==> src/rtl/alu_issue_queue.sv <==
// Operand FIFO between decode/operand-fetch and the ALU; presents the head {A, B, ALUOp}.
// Optional ALU_OPCHECK_EN: drop pushes carrying opcode 6/7 and pulse err_illegal.
module alu_issue_queue #(
    parameter int unsigned DEPTH = 4,
    parameter int unsigned PTR_W = 2
) (
    input  logic             clk,
    input  logic             rst_n,
    input  logic             in_valid,
    output logic             in_ready,
    input  logic [31:0]      in_A,
    input  logic [31:0]      in_B,
    input  logic [2:0]       in_ALUOp,
    output logic             out_valid,
    input  logic             out_ready,
    output logic [31:0]      A,
    output logic [31:0]      B,
    output logic [2:0]       ALUOp,
    output logic [PTR_W:0]   count,
    output logic             err_illegal
);

    localparam logic [PTR_W:0] FullCnt = (PTR_W + 1)'(DEPTH);

    logic [66:0]      mem_q [DEPTH];
    logic [PTR_W-1:0] wr_ptr_q, wr_ptr_d;
    logic [PTR_W-1:0] rd_ptr_q, rd_ptr_d;
    logic [PTR_W:0]   count_q, count_d;
    logic             push, pop, legal, wr_en;
    logic [66:0]      head;

`ifdef ALU_OPCHECK_EN
    logic err_q;
    assign legal = (in_ALUOp < 3'd6);

    always_ff @(posedge clk or negedge rst_n) begin
        if (!rst_n) begin
            err_q <= 1'b0;
        end else begin
            err_q <= push & ~legal;
        end
    end
    assign err_illegal = err_q;
`else
    assign legal       = 1'b1;
    assign err_illegal = 1'b0;
`endif

    assign in_ready  = (count_q != FullCnt);
    assign out_valid = (count_q != '0);
    assign push      = in_valid & in_ready;
    assign pop       = out_valid & out_ready;
    // An illegal push completes its handshake but leaves no trace in the queue.
    assign wr_en     = push & legal;

    always_comb begin
        wr_ptr_d = wr_ptr_q;
        rd_ptr_d = rd_ptr_q;
        count_d  = count_q;
        if (wr_en) begin
            wr_ptr_d = wr_ptr_q + 1'b1;
        end
        if (pop) begin
            rd_ptr_d = rd_ptr_q + 1'b1;
        end
        case ({wr_en, pop})
            2'b10:   count_d = count_q + 1'b1;
            2'b01:   count_d = count_q - 1'b1;
            default: count_d = count_q;
        endcase
    end

    always_ff @(posedge clk or negedge rst_n) begin
        if (!rst_n) begin
            wr_ptr_q <= '0;
            rd_ptr_q <= '0;
            count_q  <= '0;
        end else begin
            wr_ptr_q <= wr_ptr_d;
            rd_ptr_q <= rd_ptr_d;
            count_q  <= count_d;
        end
    end

    always_ff @(posedge clk) begin
        if (wr_en) begin
            mem_q[wr_ptr_q] <= {in_A, in_B, in_ALUOp};
        end
    end

    // Empty queue shows 0 + 0 with op 0 to the ALU.
    assign head  = out_valid ? mem_q[rd_ptr_q] : '0;
    assign A     = head[66:35];
    assign B     = head[34:3];
    assign ALUOp = head[2:0];
    assign count = count_q;

endmodule
==> config.mk <==
export PLATFORM = sky130hd
export DESIGN_NAME = alu_issue_queue
export DESIGN_NICKNAME = d
export VERILOG_FILES = /design/src/rtl/alu_issue_queue.sv
export SDC_FILE = /design/constraint.sdc
export NUM_CORES = 1
export LEC_CHECK = 0
export ABC_AREA = 0
export BUFFER_PORTS_ARGS = -buffer_cell sky130_fd_sc_hd__clkbuf_2
export CAP_MARGIN = 10
export CORE_ASPECT_RATIO = 0.6
export CORE_UTILIZATION = 45
export CTS_CLUSTER_SIZE = 25
export DETAILED_ROUTE_END_ITERATION = 10
export SLEW_MARGIN = 20
export SYNTH_ARGS = -nofsm -noshare
export SYNTH_HDL_FRONTEND = slang
export SYNTH_SLANG_ARGS = --single-unit
==> constraint.sdc <==
create_clock -name clk -period 6.9 [get_ports clk]
set_input_delay 0.345 -clock clk [delete_from_list [all_inputs] [get_ports clk]]
set_output_delay 0.345 -clock clk [all_outputs]
set_load 0.03 [all_outputs]
* Word level (Yosys, flattened, before mapping)
Memories as Yosys holds them, arrays and structs flattened.
Cells that the tools add are included.
** Storage, ports and cells
- Bits in registers :: 7
- Latch bits :: 0
- Bits in writable memories :: 268
- Memory bits (read-only) :: 0
- Logic and storage cells :: 19
- Memories :: 1
** Cells by class
- Add/sub/neg operators :: 4
- $mul :: 0
- Div/mod/pow operators :: 0
- $lt $le $gt $ge :: 0
- Equal/unequal tests :: 3
- Shift-type cells :: 0
- Mux-type cells :: 4
- Bitwise logic cells :: 2
- Reduce and logical (&&, ||, !) cells :: 2
** Memory list
- mem_q :: depth 4, bits a word 67, rd ports 1, clocked after Yosys merged registers in 0, wr ports 1, RTL line 25 : logic [66:0] mem_q [DEPTH];
** Operators with widths (number)
- $mux W67 :: 1
- $pmux W3 S2 :: 1
- $add A2 B1 Y2 const B :: 2
- $add A3 B1 Y3 const B :: 1
- $ne A3 B3 Y1 const B :: 1
- $reduce_bool A3 Y1 :: 1
- $sub A3 B1 Y3 const B :: 1
- $and A1 B1 Y1 :: 2
- $eq A2 B1 Y1 const B :: 1
- $eq A2 B2 Y1 const B :: 1
- $mux W1 :: 2
- $reduce_bool A2 Y1 :: 1

* Depth between registers and ports, before layout
- Word-level depth :: 4
- Mapped depth :: 9
- Depth with buffers taken out :: 9

* Least setup slack after synthesis
Ideal clock, no wire load.
- Path kind :: register to register
- From :: register count_q[0] (netlist: count[0])
- To :: memory mem_q[0][0], enable pin
- Setup time :: 0.433 ns
- Arrival :: 2.625 ns
- Required time :: 6.467 ns
- Slack :: 3.843 ns
- Cell stages (with the launch flop) :: 3
- Path buffers :: 0
- Cell sequence :: dfrtp_1 or3b_1 and3_1
** On the way
- Word-level cells in the longest chain between the ends :: 4
** Ends and longest elaborated chain
- from (decl) :: RTL line 28 : logic [PTR_W:0] count_q, count_d;
- from (signal assigned) :: RTL line 81 : count_q <= count_d;
- $ne A3 B3 Y1 :: RTL line 49 : assign in_ready = (count_q != FullCnt);
- named net in_ready :: RTL line 10 : output logic in_ready,
- $and A1 B1 Y1 :: RTL line 51 : assign push = in_valid & in_ready;
- $mux W1 :: RTL line 86 : if (wr_en) begin
- $mux W1 (implied by the code) :: RTL line 87 : mem_q[wr_ptr_q] <= {in_A, in_B, in_ALUOp};
- to (decl) :: RTL line 25
The timed path passes the listed nets, and every way through them passes these cells.

* Worst setup path in the final report
- From :: register rd_ptr_q[0]
- To :: output B[17]
** On the way
- Word-level cells in the longest chain between the ends :: 2
** Ends and longest elaborated chain
- from (decl) :: RTL line 27 : logic [PTR_W-1:0] rd_ptr_q, rd_ptr_d;
- from (signal assigned) :: RTL line 80 : rd_ptr_q <= rd_ptr_d;
- $mem_v2 Z4 W67
- $mux W67 :: RTL line 92 : assign head = out_valid ? mem_q[rd_ptr_q] : '0;
- to (decl) :: RTL line 17 : output logic [31:0] B,
No other way between the ends.

==> reports/qor.csv <==
metric,value,unit
number of nets in the synthesized netlist,542,
via count of the first global-routing pass,5219,
placement-stage worst setup slack,3.872,ns
post-synth design cell area,10550,µm²
placer congestion estimate,0.6992,
worst flop-to-flop path startpoint,count[0],
"most common cell after layout, fill and taps aside",sky130_fd_sc_hd__edfxtp_1,
Yosys warning total,0,
post-route setup TNS,0,ns
tightest slew margin relative to the limit,28.94,%
width of the die,199.7,µm
clock latency at the later pin of the worst-skew pair,0.51,ns
areal power density over the cells,479.4,nW/µm²
start-to-end type of the worst setup path,flip-flop to primary output,
overall fraction of global-route tracks in use,16.85,%
maximum number of pins on one net before global-route repair,70,
count of max-cap constraint violations,0,
unrepaired setup endpoints after global routing,false,
half-perimeter wire length after placement,10900,µm
CTS-repair resized insts,0,
largest fanout of any net on the critical path,45,
Overflow after GRT,0,
post-CTS clock slew at the launch and capture registers of the worst setup and hold paths,0.06,ns
leakage power total,0.004289,µW
"Net count, final",694,
gate count after technology mapping,465,
final clock period utilization by the worst path,50.35,%
H-tree levels,1,
# DRC,0,
"Data arrival, critical path",3.13,ns
Final setup violation count,0,
biggest area contributors in the synthesized netlist,"sky130_fd_sc_hd__edfxtp_1 (76%), sky130_fd_sc_hd__mux4_2 (14%), sky130_fd_sc_hd__and2_1 (4.1%)",
family with the most delay on the worst path,buffers and inverters,
"commonest cells after routing, fill and taps aside","sky130_fd_sc_hd__edfxtp_1 (268), sky130_fd_sc_hd__clkbuf_2 (142), sky130_fd_sc_hd__and2_1 (69)",
number of port buffers,142,
worst hold path stage count,1,
start point of the worst hold path,in_A[19],
endpoint of the worst hold path,mem_q[1][54],
outcome,completed,
post-layout minimum cycle time,3.474,ns
required time of the critical path,6.55,ns
wire length of the first global-routing pass,29950,µm
Synth area leader,sky130_fd_sc_hd__edfxtp_1,
register area share after synthesis,77.96,%
Clock Tree Root,sky130_fd_sc_hd__clkbuf_16,
number of optimization iterations in the first detailed-route pass,4,
register-to-register setup slack,4.49,ns
remaining number of nets flagged by the antenna check after routing,0,
ratio of routed vias to standard cells,5.279,
I/O Pins,144,
vertical extent of the die,120.6,µm
starting DRC count in detailed routing,291,
Fmax achieved,0.2878,GHz
layout cell share with drive strength beyond 1,40.44,%
number of clock sinks,275,
Worst R2R Path Depth,9,
placement row count,42,
average cell area after synthesis,22.68,µm²
Crit-path slowest cell,sky130_fd_sc_hd__buf_4,
total vias in the final route,4973,
number of hold-slack violations in the final timing report,0,
average wire per standard cell,21.04,µm
Area Overhead vs Synth,17.70,%
count of unique library cells instantiated by Yosys,22,
largest vdd supply drop,0.2482,mV
crit path buf inv count,2,
type of element capturing the critical path,primary output,
wire length after detailed routing,19820,µm
Overall Power,5952,µW
Max Root-Sink Buffers,3,
Worst Max-Slew Pin Slew,1.066,ns
synthesized flop and latch total,275,
largest stage delay on the critical path,0.80,ns
Initial Util,46.90,%
clock buffers created by TritonCTS,26,
clock tree from TritonCTS,built,
area inside the core boundary,22490,µm²
post-layout worst setup margin,3.426,ns
type of the worst min-delay path,input pin to flip-flop,
final worst clock skew,0.01476,ns
number of antenna violations at the first check in global routing,3,
Die Area,24080,µm²
total count of max-transition violations in the final report,0,
critical path launch point type,flip-flop,
top cell type's share of synthesized area,76.30,%
reg-to-reg critical path endpoint,count[2],
"critical path, cell by cell",buf_4 > mux4_2 > and2_1 > clkbuf_2,
==> power by group <==
part,internal (µW),switching [µW],total (µW)
registers,2210,204,2410
clock network,744,565,1310
logic,867,1360,2230
total,3820,2130,5950
==> per-layer routing <==
layer | GRT usage, % | share of wire, %
met4 | 3.912 | 1.9
met5 | 0 | 0.066
met1 | 22.87 | 44
met2 | 27.45 | 48
met3 | 4.351 | 6.0
==> cells in the mapped netlist <==
master,count
sky130_fd_sc_hd__buf_6,1
sky130_fd_sc_hd__buf_12,2
sky130_fd_sc_hd__ha_1,5
sky130_fd_sc_hd__nor2_1,1
sky130_fd_sc_hd__mux4_2,67
sky130_fd_sc_hd__or3_1,1
sky130_fd_sc_hd__inv_1,6
sky130_fd_sc_hd__buf_4,2
sky130_fd_sc_hd__or3b_1,1
sky130_fd_sc_hd__buf_2,9
sky130_fd_sc_hd__and3_1,4
sky130_fd_sc_hd__mux2i_1,1
sky130_fd_sc_hd__fa_1,1
sky130_fd_sc_hd__conb_1,1
sky130_fd_sc_hd__nand3_1,1
sky130_fd_sc_hd__xor2_1,3
sky130_fd_sc_hd__dfrtp_1,7
sky130_fd_sc_hd__mux2_2,1
sky130_fd_sc_hd__xnor2_1,3
sky130_fd_sc_hd__clkbuf_1,11
sky130_fd_sc_hd__edfxtp_1,268
sky130_fd_sc_hd__and2_1,69
==> how the worst max path moves through the flow <==
| stage | endpoint | start | slack, ns | cells after the start |
|---|---|---|---|---|
| global placement | B[22] | rd_ptr_q[0] | 3.87 | 4 |
| finish | B[17] | rd_ptr_q[0] | 3.43 | 4 |
| CTS | B[17] | rd_ptr_q[0] | 3.31 | 4 |
| detailed placement | B[17] | rd_ptr_q[0] | 3.87 | 4 |
| global route | B[18] | rd_ptr_q[0] | 3.19 | 4 |
| floorplan | mem_q[0][0] | count[0] | 3.84 | 2 |
==> per-stage QoR <==
step / utilization (%) / std cells / cell area [µm²] / hold WS [ns]
2_1_floorplan: - / 465 / 10550 / 0.04941
6_report: 55.20 / 942 / 12410 / 0.04107
4_1_cts: 54.76 / 937 / 12320 / 0.01691
3_3_place_gp: 51.29 / 892 / 11530 / 0.1898
3_5_place_dp: 51.29 / 892 / 11530 / 0.1953
5_1_grt: 55.18 / 941 / 12410 / 0.02548
==> worst register-to-register path: cells and delay by family (launching register included) <==
kind	cells	cell delay (ns)
xor+xnor	2	0.33
flops	1	0.43
buf+inv	2	0.14
fa+ha+maj	2	0.57
simple gates	3	0.87
==> final cells by class <==
cell class                 count  area, µm²
antenna                        1      2.502
clock inverter                12      77.57
sequential                   275       8230
multi-input combinational    159       2171
clock buffer                  32      694.4
tap                          308      385.4
fill                        1753      10080
timing repair buffer         149      830.8
inverter                       6      22.52
==> kinds of logic (layout without fill, tap and decap cells) <==
kind of cell | after synthesis | count (layout) | share of synthesized area, %
fa+ha+maj | 6 | 6 | 0.7829
other cells | 1 | 2 | 0.03555
simple gates | 77 | 77 | 4.555
xor+xnor | 6 | 6 | 0.4983
flops | 275 | 275 | 77.96
mux | 69 | 69 | 14.51
buf+inv | 31 | 199 | 1.661
==> repair_timing <==
item | 4_1_cts | 5_1_grt
hold endpoints to repair | 7 | 0
hold buffers | 1 | 0
setup buffers | 0 | 0
==> state kept, by name (all words and copies together) (netlist names) <==
name      flops
mem_q       268
count         3
rd_ptr_q      2
wr_ptr_q      2
(Power assumes the default switching activity.)
